==> src/rtl/regfile_wb_arbiter_if.sv <==
// regfile_wb_arbiter_if: write-back request bus between execute units and the arbiter
// req_valid/req_addr/req_data: per-requester request, driven by master
// req_ready: one-hot-or-zero grant, driven by slave
interface regfile_wb_arbiter_if #(
  parameter int NUM_REQ = 3,
  parameter int DATA_WIDTH = 32,
  parameter int ADDR_WIDTH = 5
);
  logic [NUM_REQ-1:0] req_valid;
  logic [NUM_REQ*ADDR_WIDTH-1:0] req_addr;
  logic [NUM_REQ*DATA_WIDTH-1:0] req_data;
  logic [NUM_REQ-1:0] req_ready;
  modport master (output req_valid, req_addr, req_data, input req_ready);
  modport slave (input req_valid, req_addr, req_data, output req_ready);
endinterface

==> src/rtl/regfile_wb_arbiter.sv <==
// regfile_wb_arbiter: round-robin write-back arbiter and busy scoreboard for the register file
// clk/reset: clock, synchronous active-high reset
// wb: write-back request bus (slave side)
// issue_valid/issue_addr: marks a destination register pending
// chk_addrA/chk_addrB/stall: hazard check of decode source registers
// busy: scoreboard; rf_writeAddress/rf_writeData: staged register file write (address 0 = none)
module regfile_wb_arbiter #(
  parameter int NUM_REQ = 3,
  parameter int DATA_WIDTH = 32,
  parameter int ADDR_WIDTH = 5
) (
  input  logic clk,
  input  logic reset,
  regfile_wb_arbiter_if.slave wb,
  input  logic issue_valid,
  input  logic [ADDR_WIDTH-1:0] issue_addr,
  input  logic [ADDR_WIDTH-1:0] chk_addrA,
  input  logic [ADDR_WIDTH-1:0] chk_addrB,
  output logic stall,
  output logic [(1<<ADDR_WIDTH)-1:0] busy,
  output logic [ADDR_WIDTH-1:0] rf_writeAddress,
  output logic [DATA_WIDTH-1:0] rf_writeData
);
  localparam int PW = $clog2(NUM_REQ);
  logic [PW-1:0] ptr, nxt_ptr;
  logic [NUM_REQ-1:0] ready;
  logic found;
  logic [ADDR_WIDTH-1:0] sel_addr;
  logic [DATA_WIDTH-1:0] sel_data;
  logic [(1<<ADDR_WIDTH)-1:0] busy_nxt;
  always_comb begin
    ready = '0;
    found = 1'b0;
    for (int k = 0; k < NUM_REQ; k++)
      if (!reset && !found && wb.req_valid[(int'(ptr) + k) % NUM_REQ]) begin
        ready[(int'(ptr) + k) % NUM_REQ] = 1'b1;
        found = 1'b1;
      end
    sel_addr = '0;
    sel_data = '0;
    nxt_ptr = ptr;
    for (int i = 0; i < NUM_REQ; i++)
      if (ready[i]) begin
        sel_addr = wb.req_addr[i*ADDR_WIDTH +: ADDR_WIDTH];
        sel_data = wb.req_data[i*DATA_WIDTH +: DATA_WIDTH];
        nxt_ptr = PW'((i + 1) % NUM_REQ);
      end
  end
  // clear on the commit edge, then set so a new pending writer wins
  always_comb begin
    busy_nxt = busy;
    if (rf_writeAddress != '0) busy_nxt[rf_writeAddress] = 1'b0;
    if (issue_valid && issue_addr != '0) busy_nxt[issue_addr] = 1'b1;
    busy_nxt[0] = 1'b0;
  end
  always_ff @(posedge clk)
    if (reset) begin
      ptr <= '0;
      busy <= '0;
      rf_writeAddress <= '0;
      rf_writeData <= '0;
    end else begin
      ptr <= nxt_ptr;
      busy <= busy_nxt;
      rf_writeAddress <= found ? sel_addr : '0;
      if (found) rf_writeData <= sel_data;
    end
  assign wb.req_ready = ready;
  assign stall = busy[chk_addrA] | busy[chk_addrB];
endmodule
==> src/flat_wrapper.sv <==
// flat-port wrapper written by rule: the top's interface ports become plain ports
module regfile_wb_arbiter_flat 
#(
  parameter int NUM_REQ = 3,
  parameter int DATA_WIDTH = 32,
  parameter int ADDR_WIDTH = 5
)
  (clk, reset, issue_valid, issue_addr, chk_addrA, chk_addrB, stall, busy, rf_writeAddress, rf_writeData, wb_req_valid, wb_req_addr, wb_req_data, wb_req_ready);
  regfile_wb_arbiter_if #(.NUM_REQ(NUM_REQ), .DATA_WIDTH(DATA_WIDTH), .ADDR_WIDTH(ADDR_WIDTH)) wb_i ();
  input  logic clk;
  input  logic reset;
  input  logic issue_valid;
  input  logic [ADDR_WIDTH-1:0] issue_addr;
  input  logic [ADDR_WIDTH-1:0] chk_addrA;
  input  logic [ADDR_WIDTH-1:0] chk_addrB;
  output logic stall;
  output logic [(1<<ADDR_WIDTH)-1:0] busy;
  output logic [ADDR_WIDTH-1:0] rf_writeAddress;
  output logic [DATA_WIDTH-1:0] rf_writeData;
  input wire logic [$bits(wb_i.req_valid)-1:0] wb_req_valid;
  input wire logic [$bits(wb_i.req_addr)-1:0] wb_req_addr;
  input wire logic [$bits(wb_i.req_data)-1:0] wb_req_data;
  output wire logic [$bits(wb_i.req_ready)-1:0] wb_req_ready;
  assign wb_i.req_valid = wb_req_valid;
  assign wb_i.req_addr = wb_req_addr;
  assign wb_i.req_data = wb_req_data;
  assign wb_req_ready = wb_i.req_ready;
  regfile_wb_arbiter #(.NUM_REQ(NUM_REQ), .DATA_WIDTH(DATA_WIDTH), .ADDR_WIDTH(ADDR_WIDTH)) u_core (.clk(clk), .reset(reset), .wb(wb_i), .issue_valid(issue_valid), .issue_addr(issue_addr), .chk_addrA(chk_addrA), .chk_addrB(chk_addrB), .stall(stall), .busy(busy), .rf_writeAddress(rf_writeAddress), .rf_writeData(rf_writeData));
endmodule
==> config.mk <==
export PLATFORM = sky130hd
export DESIGN_NAME = regfile_wb_arbiter_flat
export DESIGN_NICKNAME = d
export VERILOG_FILES = /design/src/rtl/regfile_wb_arbiter_if.sv /design/src/rtl/regfile_wb_arbiter.sv /design/src/flat_wrapper.sv
export SDC_FILE = /design/constraint.sdc
export NUM_CORES = 1
export LEC_CHECK = 0
export BUFFER_PORTS_ARGS = -buffer_cell sky130_fd_sc_hd__buf_2
export CAP_MARGIN = 20
export CORE_ASPECT_RATIO = 0.75
export CORE_MARGIN = 2
export CORE_UTILIZATION = 52
export CTS_CLUSTER_SIZE = 28
export DETAILED_ROUTE_END_ITERATION = 8
export PLACE_DENSITY = 0.83
export SLEW_MARGIN = 25
export SYNTH_ARGS = -nofsm -noshare
export SYNTH_HDL_FRONTEND = slang
export SYNTH_SLANG_ARGS = --single-unit
export TNS_END_PERCENT = 10
==> constraint.sdc <==
create_clock -name clk -period 7 [get_ports clk]
set_input_delay 0.35 -clock clk [delete_from_list [all_inputs] [get_ports clk]]
set_output_delay 0.35 -clock clk [all_outputs]
set_load 0.05 [all_outputs]
# After elaboration in Yosys (flattened, before gate mapping)

Cells that the tools add are included.
Widths: inputs -> output; s select.

Output and inout bits: 73
Logic and storage cells: 89
Register bits: 71
Bits of input ports: 132

Divide/modulo/power cells: 3
Bitwise operators: 7
Add/sub/neg operators: 2
$lt $le $gt $ge: 12
Reduce and logical (&&, ||, !) cells: 20
Muxes and demuxes: 39

Operator list:

| cell                  | count |
|---|---|
| $mux 32               | 5 |
| $ge 32x1->1 const B   | 3 |
| $lt 32x4->1 const B   | 3 |
| $mod 32x3->32 const B | 2 |
| $and 32x32->32        | 1 |
| $mod 3x3->32 const B  | 1 |
| $not 32->32           | 1 |
| $or 32x32->32         | 1 |
| $lt 5x6->1 const B    | 4 |
| $mux 1                | 16 |
| $mux 5                | 3 |
| $logic_and 1x1->1     | 11 |
| $bmux 1 s5            | 2 |
| $demux 1 s5           | 2 |
| $ge 5x1->1 const B    | 2 |
| $reduce_bool 5->1     | 2 |
| $mux 3                | 3 |
| $bmux 1 s2            | 3 |
| $demux 1 s2           | 3 |
| $or 3x3->3            | 2 |
| $mux 2                | 2 |
| $reduce_or 2->1       | 2 |
| $add 2x1->3 const B   | 1 |
| $add 2x2->3 const B   | 1 |
| 5 further kinds       | 7 |

# Depth between registers and ports, before layout

Depth in word-level cells: 17
Depth in mapped cells: 11
Gate-level depth less buffers: 8

# Worst setup path before layout

OpenSTA, ideal clock, no wires.

Kind: reg2out
Start point: register u_core.ptr[0]
End point: output port wb_req_ready[0]
Buffers on the path: 2
Path slack: 4.231 ns
Stages on the path, launching flop included: 10
Required time: 6.650 ns
Arrival: 2.419 ns
Cells stage by stage: dfxtp_1 inv_1 ha_1 buf_4 mux2i_2 o22a_1 o2111a_1 buf_2 nor2_1 nor2_1

Cells in the longest elaborated chain, start to end: 14

RTL lines:

| element                                                | line                     | text |
|---|---|---|
| from (decl)                                            | regfile_wb_arbiter.sv:25 | `logic [PW-1:0] ptr, nxt_ptr;` |
| from (signal assigned)                                 | regfile_wb_arbiter.sv:63 | `ptr <= nxt_ptr;` |
| branches (longest 13 deep; another with $mod 32x3->32) | -                        |  |
| $mux 3 *                                               | regfile_wb_arbiter.sv:35 | `if (!reset && !found && wb.req_valid[(int'(ptr) + k) % NUM_REQ]) begin` |
| to (decl)                                              | flat_wrapper.sv:23       | `output wire logic [$bits(wb_i.req_ready)-1:0] wb_req_ready;` |

Every way passes the cells marked *. The select of a mux whose other input is x is not followed.

# Worst setup path in the final report

Ends and elaborated chain as after synthesis.

==> out/qor.yml <==
status: "finished clean"
grt_pass1_vias: 6379
synth-edff-count: 0
first_pass_iters: 5
clk_pin_slew_worst_paths_ns: 0.06
seq_area_frac_synth_pct: 23.74
total_power_mw: 2.338
synth_seq_cells: 70
start_util_pct: 53.75
grt_max_degree: 73
worst_pin_slew_ns: 1.045
pre_cts_ws_ns: 3.149
finalSetupTns_ns: 0
hold_class: "in2reg"
drtIter0Drc: 998
drive_above_1_share_pct: 29.75
fin_skew_ns: 0.005769
core_um2: 10980
cp.required_ns: 6.65
synth_nets: 911
post_cts_resized: 0
powerDensity_nw_per_um2: 325.7
synth.avg_cell_area_um2: 7.617
cts_made_buffers: 9
critPathKind: "reg2out"
synth_top_area_share_pct: 23.74
vias: 7339
die_h_um: 96.27
endpoint_kind: "output pin"
grt_pass1_wl_mm: 33.58
final_common_cell: "buf_2"
setup_viol: 0
final_cell_mix: "buf_2 (203), nand2_1 (109), o2111ai_1 (70), dfxtp_1 (70)"
std_cell_rows: 33
htree_levels: 3
synth_area_leaders: "dfxtp_1 (24%), o2111ai_1 (11%), nand2_1 (6.9%)"
async_flop_share_pct: 0
clock_latency_ns: 0.34
yosys_warnings: 0
clk_path_buf_depth: 2
yosys.area.top_type: "dfxtp_1"
min_from: "wb_req_addr[8]"
finalHoldViolCount: 0
die-area_um2: 12230
wl_mm: 21.59
slew_headroom_pct: 30.21
synth_compound_area_share_pct: 27.45
r2r_cells: 8
start_kind: "flip-flop"
setup_ws_ns: 2.981
num_antenna_cells: 0
yosysUniqueCellTypes: 47
nNetsFinal: 1043
port_buffers: 203
ir_worst_vdd_mv: 0.1926
grt_usage_pct: 34.14
ios: 205
cts_tree: "yes"
place_hpwl_mm: 14.51
drc: 0
area_growth_pct: 21.62
cp_max_fo: 69
cap_violations: 0
post_cts_buffers: 0
synthXorXnorAreaFrac_pct: 0
synthCells: 775
grt_antenna_before_repair: 0
clockRootBuffer: "clkbuf_16"
design_area_um2: 7179
die-width_um: 127.0
vias_per_cell: 6.983
whs_endpoint: "u_core.rf_writeAddress[3]"
r2r_end: "u_core.ptr[0]"
detail-route-antenna-nets: 0
p_leak_nw: 2.717
gp_congestion: 0.9064
placed_cell_area_um2: 6843
max_freq_ghz: 0.2488
synthSimpleGateAreaFrac_pct: 29.31
final_max_slew_viol_count: 0
fin_crit_sh_pct: 57.42
wire_per_inst_um: 20.54
rrSetupSlack_ns: 3.57
synthFlopType: "dfxtp_1"
fillCellCount: 937
rsz0062_at_grt: "no"
fin_crit_ns: 4.019
r2r-start: "u_core.ptr[0]"
synthAdderAreaFrac_pct: 0.8478
postCtsHoldBufs: 0
crit_arrival_ns: 3.67
overflow: 0
hold_depth: 3
netlist_area_um2: 5903
cts_num_sinks: 70
synthMuxAreaShare_pct: 9.114
synth_top_family_by_area: "simple AND/OR/NAND/NOR gates"
through the flow:
stage	hold WS [ns]	instances	util, %
floorplan	0.5061	775	-
global placement	0.4813	1034	62.28
detailed placement	0.4847	1034	62.30
CTS	0.2683	1049	64.82
global route	0.2853	1051	65.37
finish	0.2709	1051	65.37
routing by layer:
layer | up-vias | track usage [%] | routed length (µm)
met2 | 605 | 49.60 | 9047
met1 | 3361 | 48.75 | 8890
met4 | 0 | 12.55 | 586
met5 | - | 0 | 0
li1 | 3315 | - | -
met3 | 58 | 8.783 | 3065
synth_stat cells (6+ instances only):
| library cell | n |
|---|---|
| dfxtp_1 | 70 |
| mux4_2 | 16 |
| nand2_1 | 109 |
| a31oi_1 | 6 |
| mux2_2 | 6 |
| a21oi_1 | 37 |
| o21ai_0 | 32 |
| a22oi_1 | 32 |
| o2111ai_1 | 71 |
| nor4_1 | 64 |
| nor2_1 | 6 |
| nand4_1 | 64 |
| nand3b_1 | 36 |
| mux2i_1 | 6 |
| buf_4 | 8 |
| buf_2 | 18 |
| inv_1 | 38 |
| o211ai_1 | 35 |
| clkbuf_1 | 67 |
| and3_1 | 6 |
cell families (layout without fill, tap and decap cells):
family / Yosys count / after routing
AO/OA/AOI/OAI: 223 / 223
adder cells (fa/ha/maj): 4 / 4
buffers and inverters: 135 / 271
flip-flops: 70 / 70
multiplexers: 31 / 31
other: 1 / 1
AND/OR/NAND/NOR: 311 / 311
state kept, by name (all words and copies together), names as in the netlist:
name,flops
u_core.ptr,2
u_core.busy,31
u_core.rf_writeAddress,5
u_core.rf_writeData,32
power breakdown:
part	leakage [nW]	internal [mW]	switching, mW
logic	2.02	0.391	0.957
clock network	0.131	0.257	0.180
registers	0.570	0.475	0.0788
worst max path at each step:
stage / from / end / slack (ns) / depth (start not counted)
5_1_grt: u_core.ptr[0] / wb_req_ready[0] / 2.71 / 9
3_3_place_gp: u_core.ptr[1] / wb_req_ready[2] / 3.24 / 8
6_report: u_core.ptr[0] / wb_req_ready[0] / 2.98 / 9
3_5_place_dp: u_core.ptr[0] / wb_req_ready[2] / 3.15 / 8
4_1_cts: u_core.ptr[0] / wb_req_ready[2] / 2.81 / 8
2_1_floorplan: u_core.ptr[0] / wb_req_ready[0] / 4.23 / 9
cell type report:
class | instances | area (µm²) | area share, %
clock buffer | 12 | 256.5 | 3.573
clock inverter | 3 | 20.02 | 0.2788
inverter | 40 | 150.1 | 2.091
multi-input combinational | 570 | 4023 | 56.03
sequential | 70 | 1401 | 19.52
tap | 140 | 175.2 | 2.440
timing repair buffer | 216 | 1154 | 16.07
critical path: stages, from the launching register on:
cell and delay (ns):
dfxtp_1 0.36, inv_1 0.10, ha_1 0.37, nand3b_1 0.15
buf_4 0.55, o211ai_1 0.26, o2bb2ai_4 0.88, nor2_1 0.21
nor2_1 0.14, buf_2 0.28
(Power assumes the default switching activity.)
